[config.mk]
export PLATFORM = sky130hd
export DESIGN_NAME = apb_bus_arbiter
export DESIGN_NICKNAME = d
export VERILOG_FILES = /design/src/rtl/apb_arb_pkg.sv /design/src/rtl/rr_arbiter.sv /design/src/rtl/apb_bus_arbiter.sv
export SDC_FILE = /design/constraint.sdc
export NUM_CORES = 1
export LEC_CHECK = 0
export CORE_MARGIN = 2
export CORE_UTILIZATION = 29
export DETAILED_ROUTE_END_ITERATION = 8
export SLEW_MARGIN = 20
export SYNTH_ARGS = -nofsm -noshare
export SYNTH_HDL_FRONTEND = slang
export SYNTH_SLANG_ARGS = --single-unit
[constraint.sdc]
create_clock -name pclk -period 4.7 [get_ports pclk]
set_input_delay 1.41 -clock pclk [delete_from_list [all_inputs] [get_ports pclk]]
set_output_delay 1.41 -clock pclk [all_outputs]
set_load 0.02 [all_outputs]
[src/rtl/apb_arb_pkg.sv]
// apb_arb_pkg: shared state encoding, default widths and helpers for the APB bus arbiter.
package apb_arb_pkg;

    // Plain logic constants keep the encoding visible to legacy tools and waveform viewers.
    typedef logic [1:0] state_t;
    localparam state_t ST_IDLE   = 2'd0;
    localparam state_t ST_SETUP  = 2'd1;
    localparam state_t ST_ACCESS = 2'd2;

    localparam int ADDR_W_DEF  = 32;
    localparam int DATA_W_DEF  = 32;
    localparam int NUM_REQ_MAX = 8;

    function automatic int idx_w(input int n);
        return (n > 1) ? $clog2(n) : 1;
    endfunction

endpackage

[src/rtl/rr_arbiter.sv]
// rr_arbiter: combinational round-robin pick; the first set request at or after ptr_i wins.
module rr_arbiter
    import apb_arb_pkg::*;
#(
    parameter int NUM_REQ = 2,
    localparam int IDX_W  = idx_w(NUM_REQ)
) (
    input  logic [NUM_REQ-1:0] req_i,
    input  logic [IDX_W-1:0]   ptr_i,
    output logic [NUM_REQ-1:0] gnt_o,
    output logic [IDX_W-1:0]   gnt_idx_o,
    output logic               gnt_valid_o
);

    int cand;

    // NOTE: every signal driven here gets a default before the loop, so no latch is inferred.
    always_comb begin
        gnt_o       = '0;
        gnt_idx_o   = '0;
        gnt_valid_o = 1'b0;
        cand        = 0;
        // Walk from the farthest offset down so the nearest match is the one left standing.
        for (int off = NUM_REQ - 1; off >= 0; off--) begin
            cand = int'(ptr_i) + off;
            if (cand >= NUM_REQ) begin
                cand = cand - NUM_REQ;
            end
            if (req_i[cand[IDX_W-1:0]]) begin
                gnt_o       = NUM_REQ'(1) << cand[IDX_W-1:0];
                gnt_idx_o   = cand[IDX_W-1:0];
                gnt_valid_o = 1'b1;
            end
        end
    end

endmodule

[src/rtl/apb_bus_arbiter.sv]
// apb_bus_arbiter: round-robin APB master sharing one APB bus among NUM_REQ requesters.
// The ACCESS-phase timeout is compiled in only when APB_ARB_TIMEOUT_EN is defined.
module apb_bus_arbiter
    import apb_arb_pkg::*;
#(
    parameter int NUM_REQ        = 2,
    parameter int ADDR_W         = ADDR_W_DEF,
    parameter int DATA_W         = DATA_W_DEF,
    parameter int TIMEOUT_CYCLES = 16
) (
    input  logic                      pclk,
    input  logic                      presetn,
    input  logic [NUM_REQ-1:0]        req_valid,
    input  logic [NUM_REQ-1:0]        req_write,
    input  logic [NUM_REQ*ADDR_W-1:0] req_addr,
    input  logic [NUM_REQ*DATA_W-1:0] req_wdata,
    output logic [NUM_REQ-1:0]        req_ready,
    output logic [NUM_REQ-1:0]        rsp_valid,
    output logic [DATA_W-1:0]         rsp_rdata,
    output logic                      rsp_err,
    output logic [ADDR_W-1:0]         paddr,
    output logic                      pwrite,
    output logic [DATA_W-1:0]         pwdata,
    output logic                      pselx,
    output logic                      penable,
    input  logic                      pready,
    input  logic [DATA_W-1:0]         prdata,
    input  logic                      pslverr
);

    localparam int IDX_W = idx_w(NUM_REQ);

    state_t             state_q, state_d;
    logic [IDX_W-1:0]   rr_ptr_q, rr_ptr_d;
    logic [IDX_W-1:0]   gnt_idx_q, gnt_idx_d;
    logic [ADDR_W-1:0]  paddr_q, paddr_d;
    logic               pwrite_q, pwrite_d;
    logic [DATA_W-1:0]  pwdata_q, pwdata_d;
    logic               pselx_q, pselx_d;
    logic               penable_q, penable_d;
    logic [NUM_REQ-1:0] rsp_valid_q, rsp_valid_d;
    logic [DATA_W-1:0]  rsp_rdata_q, rsp_rdata_d;
    logic               rsp_err_q, rsp_err_d;

    logic [NUM_REQ-1:0] arb_gnt;
    logic [IDX_W-1:0]   arb_idx;
    logic               arb_valid;
    logic               grant_en;
    logic               timeout_hit;

    rr_arbiter #(
        .NUM_REQ (NUM_REQ)
    ) u_rr_arbiter (
        .req_i       (req_valid),
        .ptr_i       (rr_ptr_q),
        .gnt_o       (arb_gnt),
        .gnt_idx_o   (arb_idx),
        .gnt_valid_o (arb_valid)
    );

    // No grant in the cycle carrying a response: keeps an IDLE gap and caps throughput at 1 per 4.
    assign grant_en  = (state_q == ST_IDLE) && (rsp_valid_q == '0) && arb_valid;
    assign req_ready = (grant_en && !presetn) ? arb_gnt : '0;

`ifdef APB_ARB_TIMEOUT_EN
    localparam int CNT_W = idx_w(TIMEOUT_CYCLES) + 1;

    logic [CNT_W-1:0] tmo_cnt_q, tmo_cnt_d;

    always_comb begin
        tmo_cnt_d = tmo_cnt_q;
        if (state_q == ST_SETUP) begin
            tmo_cnt_d = '0;
        end else if ((state_q == ST_ACCESS) && !pready) begin
            tmo_cnt_d = tmo_cnt_q + CNT_W'(1);
        end
    end

    always_ff @(posedge pclk or posedge presetn) begin
        if (presetn) begin
            tmo_cnt_q <= '0;
        end else begin
            tmo_cnt_q <= tmo_cnt_d;
        end
    end

    assign timeout_hit = (state_q == ST_ACCESS) && !pready &&
                         (tmo_cnt_q == CNT_W'(TIMEOUT_CYCLES - 1));
`else
    logic unused_timeout;
    assign unused_timeout = ^TIMEOUT_CYCLES;
    assign timeout_hit    = 1'b0;
`endif

    always_comb begin
        state_d     = state_q;
        rr_ptr_d    = rr_ptr_q;
        gnt_idx_d   = gnt_idx_q;
        paddr_d     = paddr_q;
        pwrite_d    = pwrite_q;
        pwdata_d    = pwdata_q;
        pselx_d     = pselx_q;
        penable_d   = penable_q;
        rsp_valid_d = '0;
        rsp_rdata_d = rsp_rdata_q;
        rsp_err_d   = rsp_err_q;
        case (state_q)
            ST_IDLE: begin
                if (grant_en) begin
                    gnt_idx_d = arb_idx;
                    paddr_d   = req_addr[int'(arb_idx)*ADDR_W +: ADDR_W];
                    pwdata_d  = req_wdata[int'(arb_idx)*DATA_W +: DATA_W];
                    pwrite_d  = req_write[arb_idx];
                    pselx_d   = 1'b1;
                    state_d   = ST_SETUP;
                end
            end
            ST_SETUP: begin
                penable_d = 1'b1;
                state_d   = ST_ACCESS;
            end
            ST_ACCESS: begin
                if (pready || timeout_hit) begin
                    state_d     = ST_IDLE;
                    pselx_d     = 1'b0;
                    penable_d   = 1'b0;
                    rsp_valid_d = NUM_REQ'(1) << gnt_idx_q;
                    rsp_err_d   = pready ? pslverr : 1'b1;
                    rsp_rdata_d = (pready && !pwrite_q) ? prdata : '0;
                    rr_ptr_d    = (gnt_idx_q == IDX_W'(NUM_REQ - 1)) ? '0
                                                                    : gnt_idx_q + IDX_W'(1);
                end
            end
            default: begin
                state_d = ST_IDLE;
            end
        endcase
    end

    // NOTE: state registers use non-blocking assignments only; all next-state math lives in always_comb.
    always_ff @(posedge pclk or posedge presetn) begin
        if (presetn) begin
            state_q     <= ST_IDLE;
            rr_ptr_q    <= '0;
            gnt_idx_q   <= '0;
            paddr_q     <= '0;
            pwrite_q    <= 1'b0;
            pwdata_q    <= '0;
            pselx_q     <= 1'b0;
            penable_q   <= 1'b0;
            rsp_valid_q <= '0;
            rsp_rdata_q <= '0;
            rsp_err_q   <= 1'b0;
        end else begin
            state_q     <= state_d;
            rr_ptr_q    <= rr_ptr_d;
            gnt_idx_q   <= gnt_idx_d;
            paddr_q     <= paddr_d;
            pwrite_q    <= pwrite_d;
            pwdata_q    <= pwdata_d;
            pselx_q     <= pselx_d;
            penable_q   <= penable_d;
            rsp_valid_q <= rsp_valid_d;
            rsp_rdata_q <= rsp_rdata_d;
            rsp_err_q   <= rsp_err_d;
        end
    end

    assign paddr     = paddr_q;
    assign pwrite    = pwrite_q;
    assign pwdata    = pwdata_q;
    assign pselx     = pselx_q;
    assign penable   = penable_q;
    assign rsp_valid = rsp_valid_q;
    assign rsp_rdata = rsp_rdata_q;
    assign rsp_err   = rsp_err_q;

endmodule

==> flow_summary.json <==
{
  "outcome": "completed",
  "powerDensity_nw_per_um2": 651,
  "antenna_cells": 0,
  "worstSetupStartpointType": "input pin",
  "ys.flop_type": "dfrtp_1",
  "post_cts_resized": 0,
  "grt_max_degree": 71,
  "postSynthCellCount": 403,
  "antenna_found_initial": 0,
  "postCtsHoldBufs": 0,
  "rsz0062_at_grt": "no",
  "drive_gt1_share_pct": 9.19,
  "seq_power_share_pct": 30.7,
  "synthArstFlopShare_pct": 100,
  "antenna_left": 0,
  "crit_type": "in2out",
  "die_h_um": 133,
  "final_cell_mix": "clkdlybuf4s50_1 (271), dfrtp_1 (106), o32ai_1 (65), a2bb2oi_1 (35), nand2_1 (35)",
  "initial_core_util_pct": 29.4,
  "synth.largest_area_cell": "dfrtp_1",
  "fmax_ghz": 0.230,
  "grt_pass1_vias": 4515,
  "wl_per_cell_um": 18.0,
  "internal_power_mw": 3.20,
  "wirelength_um": 15700,
  "place_congestion": 0.726,
  "drtPass1Iterations": 4,
  "synth_edf_count": 0,
  "hold_class": "reg2reg",
  "setup_tns_ns": 0,
  "synth_area_leaders": "dfrtp_1 (55%), o32ai_1 (12%), a2bb2oi_2 (9.3%)",
  "syn_avg_cell_area_um2": 12.0,
  "critical_path_required_ns": 3.29,
  "clk_path_buf_depth": 2,
  "nets": 816,
  "syn_area_um2": 4830,
  "grt_pass1_wl_um": 24700,
  "area_delta_synth_final_pct": 65.8,
  "root_buffer": "clkbuf_16",
  "core_um2": 16400,
  "grt_use_total_pct": 17.7,
  "synth_cell_types": 24,
  "hpwl_um": 10900,
  "clk_pin_slew_ns": 0.07,
  "p_clk_share_pct": 14.9,
  "maxCapViolCount": 0,
  "utilization_pct": 48.8,
  "h-tree-depth": 3,
  "switching_power_mw": 2.01,
  "final_common_cell": "clkdlybuf4s50_1",
  "dieArea_um2": 17700,
  "finalCritPeriodShare_pct": 92.7,
  "worst_pin_slew_ns": 0.918,
  "ys_ff_latch": 106,
  "grt.overflow.total": 0,
  "num_vias": 4297,
  "total_power_mw": 5.21,
  "drc": 0,
  "fp-row-count": 47,
  "layout_min_cycle_time_ns": 4.36,
  "irDropWorstVdd_uv": 319,
  "cts_setup_buffers": 0,
  "clk_latency_ns": 0.34,
  "switching_share_pct": 38.5,
  "port-buffer-count": 271,
  "endpoint_kind": "output pin",
  "crit_fanout": 4,
  "hold_viol": 0,
  "combPwrFrac_pct": 54.4,
  "slew_headroom_pct": 38.8,
  "die_w_um": 133,
  "syn_nets": 571,
  "numClockSinks": 106,
  "synth_top_area_share_pct": 54.9,
  "finClkSkew_ns": 0.00709,
  "p_leak_nw": 3.04,
  "ios": 272,
  "dp_cells": 857,
  "fillers": 1444,
  "report.final.slew_viol_count": 0,
  "setup_viol": 0,
  "vias_per_cell": 4.92,
  "final_cells": 873,
  "synth_seq_area_share_pct": 54.9,
  "cts_tree": "done",
  "cts-buffers-inserted": 9,
  "ys_warn_count": 0,
  "worstPathArrival_ns": 2.95,
  "drt_iter0_drc": 116
}
## worst paths after layout
check | from | to | slack [ns] | depth (start not counted)
hold reg to reg | gnt_idx_q | rsp_valid[0] | 0.43 | 1
min in group asynchronous | presetn | paddr[27] | 1.67 | 2
setup reg to reg | state_q[1] | paddr[17] | 2.64 | 5
setup / recovery | req_valid[1] | req_ready[1] | 0.34 | 4
max in group asynchronous | presetn | paddr[30] | 2.28 | 3
hold / removal | gnt_idx_q | rsp_valid[0] | 0.43 | 1
## flip-flops by register name (all words and copies together) (netlist names)
signal	cells
gnt_idx_q	1
paddr	32
penable	1
pselx	1
pwdata	32
pwrite	1
rr_ptr_q	1
rsp_err	1
rsp_rdata	32
rsp_valid	2
state_q	2
## through the flow
stage | setup WS, ns | hold slack [ns] | cell area [um2]
2_1_floorplan | 0.501 | 0.403 | 4830
3_3_place_gp | 0.335 | 0.423 | 7700
3_5_place_dp | 0.347 | 0.420 | 7700
4_1_cts | 0.337 | 0.429 | 8010
5_1_grt | 0.279 | 0.454 | 8010
6_report | 0.344 | 0.432 | 8010
## critical path, cell delays in order
cell and delay [ns]:
clkdlybuf4s50_1 0.55, o21ai_1 0.14, nor4_1 0.20, clkdlybuf4s50_1 0.65
## synth_stat cells, drive strengths merged (2+ instances only)
library cell / count
dfrtp: 106
a21oi: 3
nand2b: 33
inv: 6
nand3b: 2
buf: 16
nor4: 2
clkbuf: 29
o21ai: 34
nand2: 35
o32ai: 65
a2bb2oi: 65
nor2: 2
## routing by layer
metal,global-route usage [%],up-vias,wire length [um]
met2,27.9,199,7140
met3,6.70,15,1480
met4,6.15,0,228
met5,0,-,0
met1,22.3,2051,6880
li1,-,2032,-
## power groups by stage
stage               clock (mW)  sequential, mW  combinational, mW
floorplan                    0            2.08               1.15
global placement             0            1.59               2.83
detailed placement           0            1.61               2.87
CTS                      0.800            1.60               2.87
global route             0.843            1.66               3.02
finish                   0.775            1.60               2.83
## area by class of cell
cell class / count / area, um2 / area share, %
timing repair buffer: 279 / 2800 / 34.9
sequential: 106 / 2650 / 33.1
multi-input combinational: 246 / 1950 / 24.3
tap: 220 / 275 / 3.44
clock buffer: 12 / 256 / 3.20
clock inverter: 4 / 50.0 / 0.625
inverter: 6 / 25.0 / 0.313
## kinds of logic (layout without fill, tap and decap cells)
family                 count (synthesis)  after routing  synth area share (%)
flip-flops                           106            106                  54.9
AND/OR/NAND/NOR                       76             76                  8.26
AO/OA/AOI/OAI                        168            168                  31.5
multiplexers                           2              2                 0.440
buffers and inverters                 51            301                  4.87
Note: power is estimated with default switching activity, not from simulation.
